**src/rtl/seq_divider_32by16.sv**
```systemverilog
// seq_divider_32by16: sequential restoring divider, one quotient bit per clock.
// Ports: clk, rst (sync, active-high), start, Z (dividend), B (divisor) in;
//        busy, done (1-cycle pulse), Q (quotient), R (remainder) out;
//        dbz (divide-by-zero flag) only when DIV_ZERO_FLAG_EN is defined.
module seq_divider_32by16 #(
    parameter int WN = 32,
    parameter int WD = 16
) (
    input  logic          clk,
    input  logic          rst,
    input  logic          start,
    input  logic [WN-1:0] Z,
    input  logic [WD-1:0] B,
    output logic          busy,
    output logic          done,
    output logic [WN-1:0] Q,
    output logic [WD-1:0] R
`ifdef DIV_ZERO_FLAG_EN
    ,
    output logic          dbz
`endif
);

    localparam int CW = $clog2(WN + 1);

    typedef enum logic [1:0] {
        S_IDLE,
        S_RUN,
        S_FIN
    } state_t;

    state_t        state_q, state_d;
    logic [WN-1:0] dvd_q, dvd_d;
    logic [WD-1:0] dsr_q, dsr_d;
    logic [WD-1:0] rem_q, rem_d;
    logic [CW-1:0] cnt_q, cnt_d;
    logic          dz_q, dz_d;
    logic          busy_q, busy_d;
    logic          done_q, done_d;
    logic [WN-1:0] q_q, q_d;
    logic [WD-1:0] r_q, r_d;
    logic [WD:0]   trial;
    logic          qbit;

    always_comb begin
        state_d = state_q;
        dvd_d   = dvd_q;
        dsr_d   = dsr_q;
        rem_d   = rem_q;
        cnt_d   = cnt_q;
        dz_d    = dz_q;
        busy_d  = busy_q;
        done_d  = 1'b0;
        q_d     = q_q;
        r_d     = r_q;
        trial   = '0;
        qbit    = 1'b0;
        unique case (state_q)
            S_IDLE: begin
                if (start) begin
                    dvd_d   = Z;
                    dsr_d   = B;
                    rem_d   = '0;
                    cnt_d   = CW'(WN);
                    busy_d  = 1'b1;
                    dz_d    = (B == '0);
                    state_d = (B == '0) ? S_FIN : S_RUN;
                end
            end
            S_RUN: begin
                // Remainder stays below the divisor, so the widened shift
                // never loses its top bit.
                trial = {rem_q, dvd_q[WN-1]};
                if (trial >= {1'b0, dsr_q}) begin
                    trial = trial - {1'b0, dsr_q};
                    qbit  = 1'b1;
                end
                rem_d = trial[WD-1:0];
                // Quotient bits fill the dividend register from the bottom.
                dvd_d = {dvd_q[WN-2:0], qbit};
                cnt_d = cnt_q - CW'(1);
                if (cnt_q == CW'(1)) begin
                    state_d = S_FIN;
                end
            end
            S_FIN: begin
                done_d  = 1'b1;
                busy_d  = 1'b0;
                q_d     = dz_q ? '1 : dvd_q;
                r_d     = dz_q ? dvd_q[WD-1:0] : rem_q;
                state_d = S_IDLE;
            end
            default: begin
                state_d = S_IDLE;
            end
        endcase
    end

    always_ff @(posedge clk) begin
        if (rst) begin
            state_q <= S_IDLE;
            dvd_q   <= '0;
            dsr_q   <= '0;
            rem_q   <= '0;
            cnt_q   <= '0;
            dz_q    <= 1'b0;
            busy_q  <= 1'b0;
            done_q  <= 1'b0;
            q_q     <= '0;
            r_q     <= '0;
        end else begin
            state_q <= state_d;
            dvd_q   <= dvd_d;
            dsr_q   <= dsr_d;
            rem_q   <= rem_d;
            cnt_q   <= cnt_d;
            dz_q    <= dz_d;
            busy_q  <= busy_d;
            done_q  <= done_d;
            q_q     <= q_d;
            r_q     <= r_d;
        end
    end

    assign busy = busy_q;
    assign done = done_q;
    assign Q    = q_q;
    assign R    = r_q;

`ifdef DIV_ZERO_FLAG_EN
    logic dbz_q, dbz_d;

    // Flag follows each result and holds until the next one.
    always_comb begin
        dbz_d = dbz_q;
        if (state_q == S_FIN) begin
            dbz_d = dz_q;
        end
    end

    always_ff @(posedge clk) begin
        if (rst) begin
            dbz_q <= 1'b0;
        end else begin
            dbz_q <= dbz_d;
        end
    end

    assign dbz = dbz_q;
`endif

endmodule
```
**config.mk**
```make
export PLATFORM = sky130hd
export DESIGN_NAME = seq_divider_32by16
export DESIGN_NICKNAME = d
export VERILOG_FILES = /design/src/rtl/seq_divider_32by16.sv
export SDC_FILE = /design/constraint.sdc
export NUM_CORES = 1
export LEC_CHECK = 0
export ABC_CLOCK_PERIOD_IN_PS = 2640
export BUFFER_PORTS_ARGS = -buffer_cell sky130_fd_sc_hd__buf_2
export CORE_AREA = 2 2 103 155
export CTS_CLUSTER_SIZE = 12
export DETAILED_ROUTE_END_ITERATION = 7
export DIE_AREA = 0 0 105 157
export GPL_TIMING_DRIVEN = 1
export SYNTH_ARGS = -nofsm -noshare
export SYNTH_HDL_FRONTEND = slang
export SYNTH_SLANG_ARGS = --single-unit
```
**constraint.sdc**
```tcl
create_clock -name clk -period 2.64 [get_ports clk]
set_input_delay 0.792 -clock clk [delete_from_list [all_inputs] [get_ports clk]]
set_output_delay 0.792 -clock clk [all_outputs]
set_load 0.005 [all_outputs]
```
Yosys cells after proc, flatten, opt, wreduce, memory -nomap -nowiden
Cells that the tools add are included.
{"block": "totals", "reg_bits": 123}
{"block": "classes", "n_addsub": 2, "order_cmp": 1, "n_mux": 17, "n_reduce_logical": 8, "eq_ne": 5}
{"operator": "32-bit 2-to-1 mux", "count": 2}
{"operator": "32-bit one-hot mux with 2 select lines", "count": 1}
{"operator": "16-bit 2-to-1 mux", "count": 3}
{"operator": "16-bit one-hot mux with 2 select lines", "count": 1}
{"operator": "17-bit by 16-bit greater-or-equal comparator with 1-bit output", "count": 1}
{"operator": "16-bit logical NOT", "count": 1}
{"operator": "16-bit subtractor", "count": 1}
{"operator": "6-bit one-hot mux with 2 select lines", "count": 1}
{"operator": "2-bit AND reduction", "count": 4}
{"operator": "6-bit by 1-bit == test with 1-bit output, second input constant", "count": 1}
{"operator": "2-bit 2-to-1 mux", "count": 3}
{"operator": "6-bit 2-to-1 mux", "count": 1}
{"operator": "6-bit by 1-bit subtractor with 6-bit output, second input constant", "count": 1}
{"operator": "2-bit inequality test, second input constant", "count": 2}
{"operator": "2-bit one-hot mux with 2 select lines", "count": 1}
{"operator": "2-bit nonzero test", "count": 2}
{"operator": "1-bit 2-to-1 mux", "count": 3}
{"operator": "2-bit by 1-bit == test with 1-bit output, second input constant", "count": 1}
{"operator": "2-bit == test, second input constant", "count": 1}
{"operator": "2-bit logical NOT", "count": 1}
{"operator": "1-bit one-hot mux with 2 select lines", "count": 1}

Longest topological paths before layout
{"block": "logic_depth", "word_depth": 4, "depth_mapped": 12, "depth_no_buf": 11}

Worst setup path before layout
Ideal clock, no wire load.
{"block": "synth_path", "path_kind": "reg-to-reg", "from": "reg dsr_q[1]", "to": "reg dvd_q[0]", "path_buffers": 0, "t_arrival_ps": 2100, "t_required_ps": 2512, "setup_slack_ps": 413, "path_stages_with_launch": 10, "cell_sequence": "dfxtp_1 inv_1 ha_1 nor2b_4 o2111a_1 a311oi_2 o221ai_2 a21o_1 a222oi_1 nor2_1"}
{"block": "synth_between", "elab_chain_len": 3}
{"element": "start: declaration", "line": "34", "source": "logic [WD-1:0] dsr_q, dsr_d;"}
{"element": "start signal: assignment", "line": "114", "source": "dsr_q <= dsr_d;"}
{"element": "17-bit by 16-bit greater-or-equal comparator with 1-bit output", "line": "74", "source": "if (trial >= {1'b0, dsr_q}) begin"}
{"element": "1-bit 2-to-1 mux", "line": "74"}
{"element": "32-bit one-hot mux with 2 select lines", "line": "58", "source": "unique case (state_q)"}
{"element": "end signal: assignment", "line": "113", "source": "dvd_q <= dvd_d;"}
{"element": "end: declaration", "line": "33", "source": "logic [WN-1:0] dvd_q, dvd_d;"}
Every way passes these cells.
A chain may end at the register's enable or synchronous reset.

Worst setup path in the final report
{"block": "layout_path", "from": "reg dvd_q[31]", "to": "reg rem_q[14]"}
{"block": "layout_between", "elab_chain_len": 3, "word_cells_on_any_way": 4, "cone_classes": "add/sub: 1; order compare: 1; mux: 2"}
{"element": "16-bit subtractor or 17-bit by 16-bit greater-or-equal comparator with 1-bit output (tied branches)", "line": "75, 74"}
{"element": "16-bit 2-to-1 mux (*)", "line": "74"}
{"element": "16-bit one-hot mux with 2 select lines (*)", "line": "58"}
{"element": "end signal: assignment", "line": "115", "source": "rem_q <= rem_d;"}
{"element": "end: declaration", "line": "35", "source": "logic [WD-1:0] rem_q, rem_d;"}
Mark *: on every way between the ends. The rest lies on a longest branch, timed or not.

==> impl_summary.log <==
INFO  metric chipHeight = about 160 um
INFO  metric num_vias = 5488
INFO  metric floorplan.io_pins = around 100
INFO  metric async_set_or_reset_register_ratio_after_synthesis = 0
INFO  metric standard_cell_rows = 55
INFO  metric mappedNetlistNets = between 800 and 900
INFO  metric grt_overflow = 0
INFO  metric yosys.area_share.simple = 0.282
INFO  metric fin_util = 0.486
INFO  metric wire_length_of_the_first_global_routing_pass = 26100 um
INFO  metric post_synth_num_cell_types = 44
INFO  metric routed-wl-met2 = 8180 um
INFO  metric antenna_found_initial = 0
INFO  metric vdd_ir_drop_max = about 0.8 mV
INFO  metric final_critical_path_setup_slack = 0.169 ns
INFO  metric clock_sinks = 123
INFO  metric worstSetupStartpointType = flop
INFO  metric worst_ep_arrival_time = 2.77 ns
INFO  metric worst_skew_pair.late_latency = 0.41 ns
INFO  metric final_min_period_over_clock_period = 0.936
INFO  metric tritoncts.num_buffers = 17
INFO  metric worst_slew_margin_rel = 0.532
INFO  metric xor_and_xnor_fraction_of_the_mapped_netlist_area = 0.0192
INFO  metric outcome = finished, final reports clean
INFO  metric synth_seq_area_share = 0.414
INFO  metric ratio_of_total_power_to_cell_area = 1020 nW/um^2
INFO  metric route.met3.wl = 655 um
INFO  metric setup_total_negative_slack = 0 ns
INFO  metric worst-endpoint-required = 2.94 ns
INFO  metric dominant_combinational_cell_family_by_area_after_synthesis = simple AND/OR/NAND/NOR gates
INFO  metric start_util = 0.396
INFO  metric worst_path_maximum_fanout = 3
INFO  metric dr.max_layer_used = met4
INFO  metric yosys-top-cells-area = dfxtp_1 41%, nor2_1 11%, nor3_1 8.1%
INFO  metric synth_edf_count = 0
INFO  metric track_usage = 0.198
INFO  metric drc = 0
INFO  metric synth_warnings = 0
INFO  metric synth.largest_area_cell = dfxtp_1
INFO  metric clock_tree.buffer_depth = 2
INFO  metric setup.worst_path.end_class = flop
INFO  metric multiInputGateArea = 3160 sq um
INFO  metric layout.cells.non_filler = 1081
INFO  metric syn_inst = roughly 780
INFO  metric count_of_final_max_slew_check_failures = 0
INFO  metric synth.area.mux_share = 0.0303
INFO  metric place_inst = between 1000 and 1500
INFO  metric fill_cells = 1591
INFO  metric clock_tree_from_tritoncts = yes
INFO  metric routedWlPerCell = 14.7 um
INFO  metric path_clk_slew = ~0.050 ns
INFO  metric timing.final.crit_period = between 2 and 2.5 ns
INFO  metric grt_setup_unrepaired = no
INFO  metric final-seq-area = 2460 sq um
INFO  metric synthFlopType = dfxtp_1
INFO  metric path_class = reg -> reg
INFO  metric power.static_leakage = 3.12 nW
INFO  metric hpwlAfterDp = approximately 11000 um
INFO  metric syn2layout_area_growth = 22.8%
INFO  metric num_antenna_cells = 0
INFO  metric grt_start_max_net_pins = 45
INFO  metric cts_hold_buf = 0
INFO  metric synth.avg_cell_area = 7.58 sq um
INFO  metric routed_wirelength = between 15000 and 20000 um
INFO  metric floorplan.die_area = 16500 sq um
INFO  metric finalSetupViolCount = 0
INFO  metric number_of_input_and_output_port_buffers_inserted = 100
INFO  metric drv_cap = 0
INFO  metric synthesis.area = 5940 sq um
INFO  metric final_wtd_congestion = roughly 0.88
INFO  metric grt_pass1_vias = around 5200
INFO  metric cts.htree.levels = 4
INFO  metric detail_route.iter0.violations = 220
INFO  metric ant_nets = 0
INFO  metric clock-root-buffer = clkbuf_16
INFO  metric via_per_inst = 5.08
INFO  metric met1_routed_wirelength_after_detailed_routing = 6720 um
INFO  metric ys_seq_elements = 123
INFO  metric timing_hold_violations_final = 0
INFO  metric timing.hold.worst.class = reg -> reg
INFO  metric yosysTopAreaCellShare = 0.414
INFO  metric fp.coreArea = 15000 sq um
INFO  metric nNetsFinal = 940
INFO  metric synth-compound-area-share = 0.158
INFO  metric yosys.area_share.adder = 0.0413
INFO  metric detail_route.first_pass.iterations = 5
INFO  metric fin_worst_skew = about 0.0059 ns
INFO  metric max_clock_freq = 0.405 GHz
INFO  metric timing_worst_slew_pin_value = 0.701 ns
INFO  metric final_layout_size_suffix_gt1_frac = 0.193
INFO  metric placement.setup.worst_slack = 0.204 ns
INFO  metric die_width = about 110 um
[worst max-delay path: stages (launching register included)]
cell and delay (ns):
dfxtp_1 0.35, inv_1 0.06, ha_1 0.25, fa_1 0.42
inv_1 0.09, a21oi_1 0.07, o21ai_1 0.28, a21oi_1 0.19
o21ai_0 0.23, xnor2_1 0.14, a21oi_1 0.08, a22o_1 0.20
[what timing repair did]
| action | 4_1_cts | 5_1_grt |
|---|---|---|
| gates resized for setup | 0 | 1 |
| setup buffers | 0 | 2 |
| setup endpoints to repair | 0 | 4 |
[cell type report]
| class | count | share of cell area |
|---|---|---|
| multi-input cells | 576 | 0.433 |
| flip-flops and latches | 123 | 0.338 |
| repair buffers | 128 | 0.100 |
| clock buffers | 19 | 0.0621 |
| well taps | 199 | 0.0341 |
| clock inverters | 12 | 0.0202 |
| inverters | 24 | 0.0123 |
[kinds of logic (layout without fill, tap and decap cells)]
logic type	count (synthesis)	in the layout
compound gates	154	154
buf+inv	85	183
xor+xnor	13	13
flops	123	123
mux	18	18
fa+ha+maj	19	19
simple gates	372	372
[synthesized netlist by cell type (all sizes together) (4+ instances only)]
library cell	number
nor2	167
dfxtp	123
nor3	96
a21oi	75
nand2	48
clkbuf	47
nor2b	33
o21ai	28
inv	24
a211oi	22
ha	18
mux2i	18
buf	14
xor2	9
a21o	8
nand3	6
nor4	6
a32oi	5
nand2b	4
nand4	4
or2	4
xnor2	4
[where the power goes]
group	switching, mW	internal (mW)
registers	0.242	2.06
logic	1.60	1.21
clock network	0.838	1.52
total	2.68	4.80
[sequential cells by signal (all words and copies together), names as in the netlist]
| name | flops |
|---|---|
| dz_q | 1 |
| state_q | 2 |
| dvd_q | 32 |
| dsr_q | 16 |
| Q | 32 |
| rem_q | 16 |
| busy | 1 |
| cnt_q | 6 |
| done | 1 |
| R | 16 |
[per-stage QoR]
stage,hold slack (ns),power (mW),instance area [sq um]
after global routing,0.464,8.04,7300
after global placement,0.442,5.08,6680
final,0.452,7.48,7300
after CTS,0.455,7.44,7280
after detailed placement,0.448,5.07,6680
after floorplan,0.436,4.40,5940
[layer usage]
layer	vias to the layer above	GRT usage
li1	2850	-
met1	2498	0.237
met2	121	0.349
met3	19	0.0410
met4	0	0.0698
met5	-	0
[cells in the final DEF, fill, tap and decap left out, types with 2 or more instances in the layout]
cell / synthesis / routed
a211o_1: 2 / 2
a211oi_1: 22 / 22
a21o_1: 8 / 8
a21oi_1: 75 / 75
a22o_1: 3 / 3
a32oi_1: 5 / 5
buf_2: 2 / 99
buf_4: 1 / 27
bufinv_16: 0 / 3
clkbuf_16: 0 / 17
clkbuf_8: 0 / 2
clkinv_2: 0 / 5
clkinv_4: 0 / 2
clkinvlp_4: 0 / 2
dfxtp_1: 123 / 121
dfxtp_2: 0 / 2
ha_1: 18 / 18
inv_1: 24 / 24
mux2i_1: 18 / 18
nand2_1: 48 / 48
nand2b_1: 4 / 4
nand3_1: 6 / 6
nand4_1: 4 / 4
nor2_1: 167 / 166
nor2b_1: 32 / 31
nor2b_4: 1 / 2
nor3_1: 96 / 96
nor4_1: 6 / 6
o21ai_0: 20 / 20
o21ai_1: 8 / 8
or2_2: 4 / 4
xnor2_1: 4 / 4
xor2_1: 9 / 9
[worst paths after layout]
check	startpoint	endpoint	slack, ns	cells after the start
min	dsr_q[7]$_SDFFE_PP0P_	dsr_q[7]$_SDFFE_PP0P_	0.45	2
max reg2reg	dvd_q[31]$_SDFFE_PP0P_	rem_q[14]$_SDFFE_PP0P_	0.17	11
min reg2reg	dsr_q[7]$_SDFFE_PP0P_	dsr_q[7]$_SDFFE_PP0P_	0.45	2
max	dvd_q[31]$_SDFFE_PP0P_	rem_q[14]$_SDFFE_PP0P_	0.17	11
(Power assumes the default switching activity.)
